`config.mk`:
```
export PLATFORM = sky130hd
export DESIGN_NAME = fifo_ctrl_flat
export DESIGN_NICKNAME = d
export VERILOG_FILES = /design/src/rtl/fifo_ctrl_if.sv /design/src/rtl/fifo_ctrl.sv /design/src/flat_wrapper.sv
export SDC_FILE = /design/constraint.sdc
export NUM_CORES = 1
export LEC_CHECK = 0
export CORE_ASPECT_RATIO = 0.9
export CORE_MARGIN = 2
export CORE_UTILIZATION = 40
export CTS_CLUSTER_SIZE = 8
export DETAILED_ROUTE_END_ITERATION = 10
export HOLD_SLACK_MARGIN = 0.06
export PLACE_DENSITY_LB_ADDON = 0.2
export SLEW_MARGIN = 30
export SYNTH_ARGS = -nofsm -noshare
export SYNTH_HDL_FRONTEND = slang
export SYNTH_SLANG_ARGS = --single-unit
```
`constraint.sdc`:
```
create_clock -name clk_i -period 3 [get_ports clk_i]
set_input_delay 0.9 -clock clk_i [delete_from_list [all_inputs] [get_ports clk_i]]
set_output_delay 0.9 -clock clk_i [all_outputs]
set_load 0.02 [all_outputs]
```
`src/rtl/fifo_ctrl_if.sv`:
```
// fifo_ctrl_if: request/status bundle between the requesting logic and fifo_ctrl.
// Signal suffixes are relative to the controller (slave) side.
interface fifo_ctrl_if #(parameter int DEPTH = 8, parameter int AW = $clog2(DEPTH), parameter int CW = AW + 1);
   logic          clear_i;
   logic          wr_en_i;
   logic          rd_en_i;
   logic [2:0]    state_o;
   logic [AW-1:0] head_o;
   logic [AW-1:0] tail_o;
   logic [CW-1:0] data_count_o;
   logic [AW-1:0] wr_addr_o;
   logic [AW-1:0] rd_addr_o;
   logic          we_o;
   logic          re_o;
   logic          wr_ack_o;
   logic          rd_ack_o;
   logic          wr_err_o;
   logic          rd_err_o;
   logic          full_o;
   logic          empty_o;
   modport master (
      output clear_i, wr_en_i, rd_en_i,
      input  state_o, head_o, tail_o, data_count_o, wr_addr_o, rd_addr_o,
             we_o, re_o, wr_ack_o, rd_ack_o, wr_err_o, rd_err_o, full_o, empty_o
   );
   modport slave (
      input  clear_i, wr_en_i, rd_en_i,
      output state_o, head_o, tail_o, data_count_o, wr_addr_o, rd_addr_o,
             we_o, re_o, wr_ack_o, rd_ack_o, wr_err_o, rd_err_o, full_o, empty_o
   );
endinterface

```
`src/rtl/fifo_ctrl.sv`:
```
// fifo_ctrl: arbitrating sequencer owning head/tail/count of an 8-entry register-file FIFO.
// One operation per cycle; simultaneous legal requests alternate round-robin.
module fifo_ctrl #(parameter int DEPTH = 8, parameter int AW = $clog2(DEPTH), parameter int CW = AW + 1) (
   input logic       clk_i,
   input logic       reset_n_i,
   fifo_ctrl_if.slave bus
);
   typedef enum logic [2:0] {
      INIT = 3'b000, NO_OP = 3'b001, WRITE = 3'b010, WR_ERROR = 3'b011, READ = 3'b100, RD_ERROR = 3'b101
   } state_e;
   state_e        state_q, state_d;
   logic [AW-1:0] head_q, head_d, tail_q, tail_d, wr_addr_q, wr_addr_d, rd_addr_q, rd_addr_d;
   logic [CW-1:0] count_q, count_d;
   logic          last_wr_q, last_wr_d;
   logic          full, empty, wr_ok, rd_ok, grant_wr, grant_rd;
   assign full     = count_q == CW'(DEPTH);
   assign empty    = count_q == '0;
   assign wr_ok    = bus.wr_en_i && !full;
   assign rd_ok    = bus.rd_en_i && !empty;
   // on a legal tie, write wins unless it won last time
   assign grant_wr = wr_ok && (!rd_ok || !last_wr_q);
   assign grant_rd = rd_ok && !grant_wr;
   always_comb begin
      state_d   = state_q;
      head_d    = head_q;
      tail_d    = tail_q;
      count_d   = count_q;
      wr_addr_d = wr_addr_q;
      rd_addr_d = rd_addr_q;
      last_wr_d = last_wr_q;
      if (state_q == INIT || state_q > RD_ERROR) begin
         state_d = NO_OP;
      end else if (bus.clear_i) begin
         state_d = INIT;
         head_d  = '0;
         tail_d  = '0;
         count_d = '0;
      end else if (grant_wr) begin
         state_d   = WRITE;
         wr_addr_d = tail_q;
         tail_d    = tail_q + AW'(1);
         count_d   = count_q + CW'(1);
         last_wr_d = 1'b1;
      end else if (grant_rd) begin
         state_d   = READ;
         rd_addr_d = head_q;
         head_d    = head_q + AW'(1);
         count_d   = count_q - CW'(1);
         last_wr_d = 1'b0;
      end else begin
         state_d = bus.wr_en_i ? WR_ERROR : bus.rd_en_i ? RD_ERROR : NO_OP;
      end
   end
   always_ff @(posedge clk_i or negedge reset_n_i) begin
      if (!reset_n_i) begin
         state_q   <= INIT;
         head_q    <= '0;
         tail_q    <= '0;
         count_q   <= '0;
         wr_addr_q <= '0;
         rd_addr_q <= '0;
         last_wr_q <= 1'b0;
      end else begin
         state_q   <= state_d;
         head_q    <= head_d;
         tail_q    <= tail_d;
         count_q   <= count_d;
         wr_addr_q <= wr_addr_d;
         rd_addr_q <= rd_addr_d;
         last_wr_q <= last_wr_d;
      end
   end
   assign bus.state_o      = state_q;
   assign bus.head_o       = head_q;
   assign bus.tail_o       = tail_q;
   assign bus.data_count_o = count_q;
   assign bus.wr_addr_o    = wr_addr_q;
   assign bus.rd_addr_o    = rd_addr_q;
   assign bus.we_o         = state_q == WRITE;
   assign bus.wr_ack_o     = state_q == WRITE;
   assign bus.re_o         = state_q == READ;
   assign bus.rd_ack_o     = state_q == READ;
   assign bus.wr_err_o     = state_q == WR_ERROR;
   assign bus.rd_err_o     = state_q == RD_ERROR;
   assign bus.full_o       = full;
   assign bus.empty_o      = empty;
endmodule

```
`src/flat_wrapper.sv`:
```
// flat-port wrapper written by rule: the top's interface ports become plain ports
module fifo_ctrl_flat 
#(parameter int DEPTH = 8, parameter int AW = $clog2(DEPTH), parameter int CW = AW + 1)
  (clk_i, reset_n_i, bus_clear_i, bus_wr_en_i, bus_rd_en_i, bus_state_o, bus_head_o, bus_tail_o, bus_data_count_o, bus_wr_addr_o, bus_rd_addr_o, bus_we_o, bus_re_o, bus_wr_ack_o, bus_rd_ack_o, bus_wr_err_o, bus_rd_err_o, bus_full_o, bus_empty_o);
  fifo_ctrl_if #(.DEPTH(DEPTH), .AW(AW), .CW(CW)) bus_i ();
  input logic clk_i;
  input logic reset_n_i;
  input wire logic [$bits(bus_i.clear_i)-1:0] bus_clear_i;
  input wire logic [$bits(bus_i.wr_en_i)-1:0] bus_wr_en_i;
  input wire logic [$bits(bus_i.rd_en_i)-1:0] bus_rd_en_i;
  output wire logic [$bits(bus_i.state_o)-1:0] bus_state_o;
  output wire logic [$bits(bus_i.head_o)-1:0] bus_head_o;
  output wire logic [$bits(bus_i.tail_o)-1:0] bus_tail_o;
  output wire logic [$bits(bus_i.data_count_o)-1:0] bus_data_count_o;
  output wire logic [$bits(bus_i.wr_addr_o)-1:0] bus_wr_addr_o;
  output wire logic [$bits(bus_i.rd_addr_o)-1:0] bus_rd_addr_o;
  output wire logic [$bits(bus_i.we_o)-1:0] bus_we_o;
  output wire logic [$bits(bus_i.re_o)-1:0] bus_re_o;
  output wire logic [$bits(bus_i.wr_ack_o)-1:0] bus_wr_ack_o;
  output wire logic [$bits(bus_i.rd_ack_o)-1:0] bus_rd_ack_o;
  output wire logic [$bits(bus_i.wr_err_o)-1:0] bus_wr_err_o;
  output wire logic [$bits(bus_i.rd_err_o)-1:0] bus_rd_err_o;
  output wire logic [$bits(bus_i.full_o)-1:0] bus_full_o;
  output wire logic [$bits(bus_i.empty_o)-1:0] bus_empty_o;
  assign bus_i.clear_i = bus_clear_i;
  assign bus_i.wr_en_i = bus_wr_en_i;
  assign bus_i.rd_en_i = bus_rd_en_i;
  assign bus_state_o = bus_i.state_o;
  assign bus_head_o = bus_i.head_o;
  assign bus_tail_o = bus_i.tail_o;
  assign bus_data_count_o = bus_i.data_count_o;
  assign bus_wr_addr_o = bus_i.wr_addr_o;
  assign bus_rd_addr_o = bus_i.rd_addr_o;
  assign bus_we_o = bus_i.we_o;
  assign bus_re_o = bus_i.re_o;
  assign bus_wr_ack_o = bus_i.wr_ack_o;
  assign bus_rd_ack_o = bus_i.rd_ack_o;
  assign bus_wr_err_o = bus_i.wr_err_o;
  assign bus_rd_err_o = bus_i.rd_err_o;
  assign bus_full_o = bus_i.full_o;
  assign bus_empty_o = bus_i.empty_o;
  fifo_ctrl #(.DEPTH(DEPTH), .AW(AW), .CW(CW)) u_core (.clk_i(clk_i), .reset_n_i(reset_n_i), .bus(bus_i));
endmodule
```
==> results.ini <==
[run_status]
status=completed

[pwr]
p_sw_uw=560
switching_share_pct=40.0
powerDensity_nw_per_um2=943
p_leak_uw=0.000667
seq_power_share_pct=32.2
pwr-share-comb_pct=52.3
intPower_uw=840
ir_drop_mv=0.463
clock_power_share_pct=15.5

[timing]
finalCriticalPeriod_ns=2.93
worst_slew_pin_slew_ns=0.422
rsz0062_at_grt=no
post-route-period-util_pct=97.8
hold_viol=0
setup_tns_ns=0
finClkSkew_ns=0.00470
fin_hold_ws_ns=0.512
relSlewSlack_pct=71.7
setup_viol=0
slew_viol_final=0
fin_ws_ns=0.0667
timing.fmax_mhz=341

[finish]
areaGrowthSynthToFinish_pct=35.2
antenna_cells=0
fin_nets=146
final_area_um2=1490
drive_gt1_share_pct=15.4
stdcell_count=166

[worst_hold_path]
hp-start=u_core.bus.head_o[2]
holdCritPathClass=flop to flop

[cts]
clkLatencyLatePin_ns=0.30
post_cts_buffers=0
clock_path_buffers=2
post_cts_resize_count=0
cts_root_buf=clkbuf_4
clock-sinks=20
cts_tree=yes
cts_buffers=3
htreeDepth=1
path_clk_slew_ns=0.11
cts_hold_buffers=0

[global_route]
antenna_found_initial=0
grt_pass1_wl_um=3930
gr-usage-all-layers_pct=16.3
grt_max_degree=21
grt_overflow_total=0
grt_pass1_vias=847

[place]
postPlaceCellArea_um2=1430
dp_hpwl_um=1700
preCtsSetupSlack_ns=0.0382
gpl.final_weighted_congestion=0.788
dp_cells=162
port_buffers=31

[worst_setup_path]
timing.setup.critical_path_class=flop to output pin
path_max_fanout=6
critPathArrivalTime_ns=2.03
startpoint_type=flop
cp-startpoint=u_core.bus.data_count_o[2]
r2r_start=u_core.bus.data_count_o[1]
required_ns=2.10
crit_path_end_kind=output pin

[synth]
ys_seq_area_share_pct=45.6
async_reset_ff_share_pct=100
synth_cell_type_count=34
ys_top_cells_by_area=dfrtp_1 46%, mux2_2 7.2%, ha_1 4.6%
synth_area_leader_cell=dfrtp_1
syn_area_um2=1100
ys_top_cells_by_count=20 x dfrtp_1, 8 x nand2_1, 8 x nor2_1
syn_inst=103
synth-edff-count=0
synth-seq-cells=20
syn_avg_cell_area_um2=10.7
yosys_warnings=0
yosys.area.top_type_share_pct=45.6
yosysMostFrequentCell=dfrtp_1
synth.net_count=112
synth_top_flop_cell=dfrtp_1

[route]
drc=0
drtIter0Drc=31
dr.pass1.iters=4
routed_wl_um=2220
drtAntennaViolNets=0
vias=876
routedWlPerCell_um=13.4
viasPerCell=5.28

[floorplanning]
die_w_um=59.2
design.core.area_um2=2680
io_pins=32
start_util_pct=41.0
die_h_um=53.7
fp.dieArea_um2=3180
core.rowCount=18

[flow_run]
drv_cap=0

==> cell families after synthesis <==
kind of cell / share of synthesized area (%)
buffers and inverters: 6.38
muxes: 10.4
AOI/OAI and AO/OA: 18.7
DFF: 45.6
adders and majority gates: 4.56
xor gates and xnor gates: 1.59
and+or+nand+nor: 12.9
==> per-layer routing <==
layer | vias to the layer above | routed length [µm] | track usage [%] | share of wire, %
met5 | - | 0 | 0 | 0
met4 | 0 | 10 | 3.41 | 0.45
met3 | 2 | 93 | 4.57 | 4.2
met2 | 19 | 1070 | 27.7 | 48
met1 | 430 | 1050 | 20.7 | 47
li1 | 425 | - | - | -
==> per-stage QoR <==
stage	util, %	total power, µW
floorplan	-	911
finish	55.4	1400
CTS	55.4	1410
global placement	53.5	1180
global route	55.4	1510
detailed placement	53.5	1190
==> worst max-delay path, stage by stage (launching register included) <==
cell and delay [ns]:
dfrtp_1 0.48, or4b_4 0.59, inv_1 0.07, clkdlybuf4s50_1 0.59
==> path summary, 6_finish.rpt <==
check                                                   to  slack [ns]  depth (start not counted)
worst max-delay path                            bus_full_o        0.07                          3
worst min-delay path                  u_core.bus.head_o[2]        0.51                          1
worst max register to register  u_core.bus.data_count_o[3]        0.63                          9
worst min register to register        u_core.bus.head_o[2]        0.51                          1
max in group asynchronous       u_core.bus.data_count_o[3]        1.87                          2
min in group asynchronous          u_core.bus.wr_addr_o[2]        0.92                          2
==> power by group through the flow <==
stage	combinational (µW)	clock (µW)	sequential [µW]
final	733	217	451
after detailed placement	735	0	456
after CTS	739	223	452
after global placement	724	0	452
after global routing	802	233	470
after floorplan	385	0	526
==> layout make-up <==
type                       count  area, µm²
fill                         267       1190
tap                           30       37.5
sequential                    20        500
clock buffer                   3       22.5
timing repair buffer          35        340
inverter                       7       26.3
multi-input combinational     70        528
clock inverter                 1       30.0
==> state kept, by name (all words and copies together), names as in the netlist <==
signal and count:
u_core.bus.wr_addr_o 3, u_core.bus.data_count_o 4, u_core.bus.tail_o 3, u_core.last_wr_q 1, u_core.bus.state_o 3, u_core.bus.head_o 3
u_core.bus.rd_addr_o 3
==> layout by cell type (no fill, tap or decap), types with 2 or more instances in the layout <==
cell / netlist / final
buf_4: 3 / 4
nor2_1: 8 / 8
a21o_1: 2 / 2
xor2_1: 2 / 2
nor3_1: 3 / 3
ha_1: 4 / 4
mux2_2: 7 / 7
clkbuf_4: 0 / 3
o21ai_0: 7 / 7
clkdlybuf4s50_1: 0 / 31
mux2i_1: 2 / 2
nand2_1: 8 / 8
inv_1: 7 / 7
a22o_1: 2 / 2
a21oi_1: 5 / 5
nor3b_1: 2 / 2
dfrtp_1: 20 / 20
or3_1: 2 / 2
(Power assumes the default switching activity.)
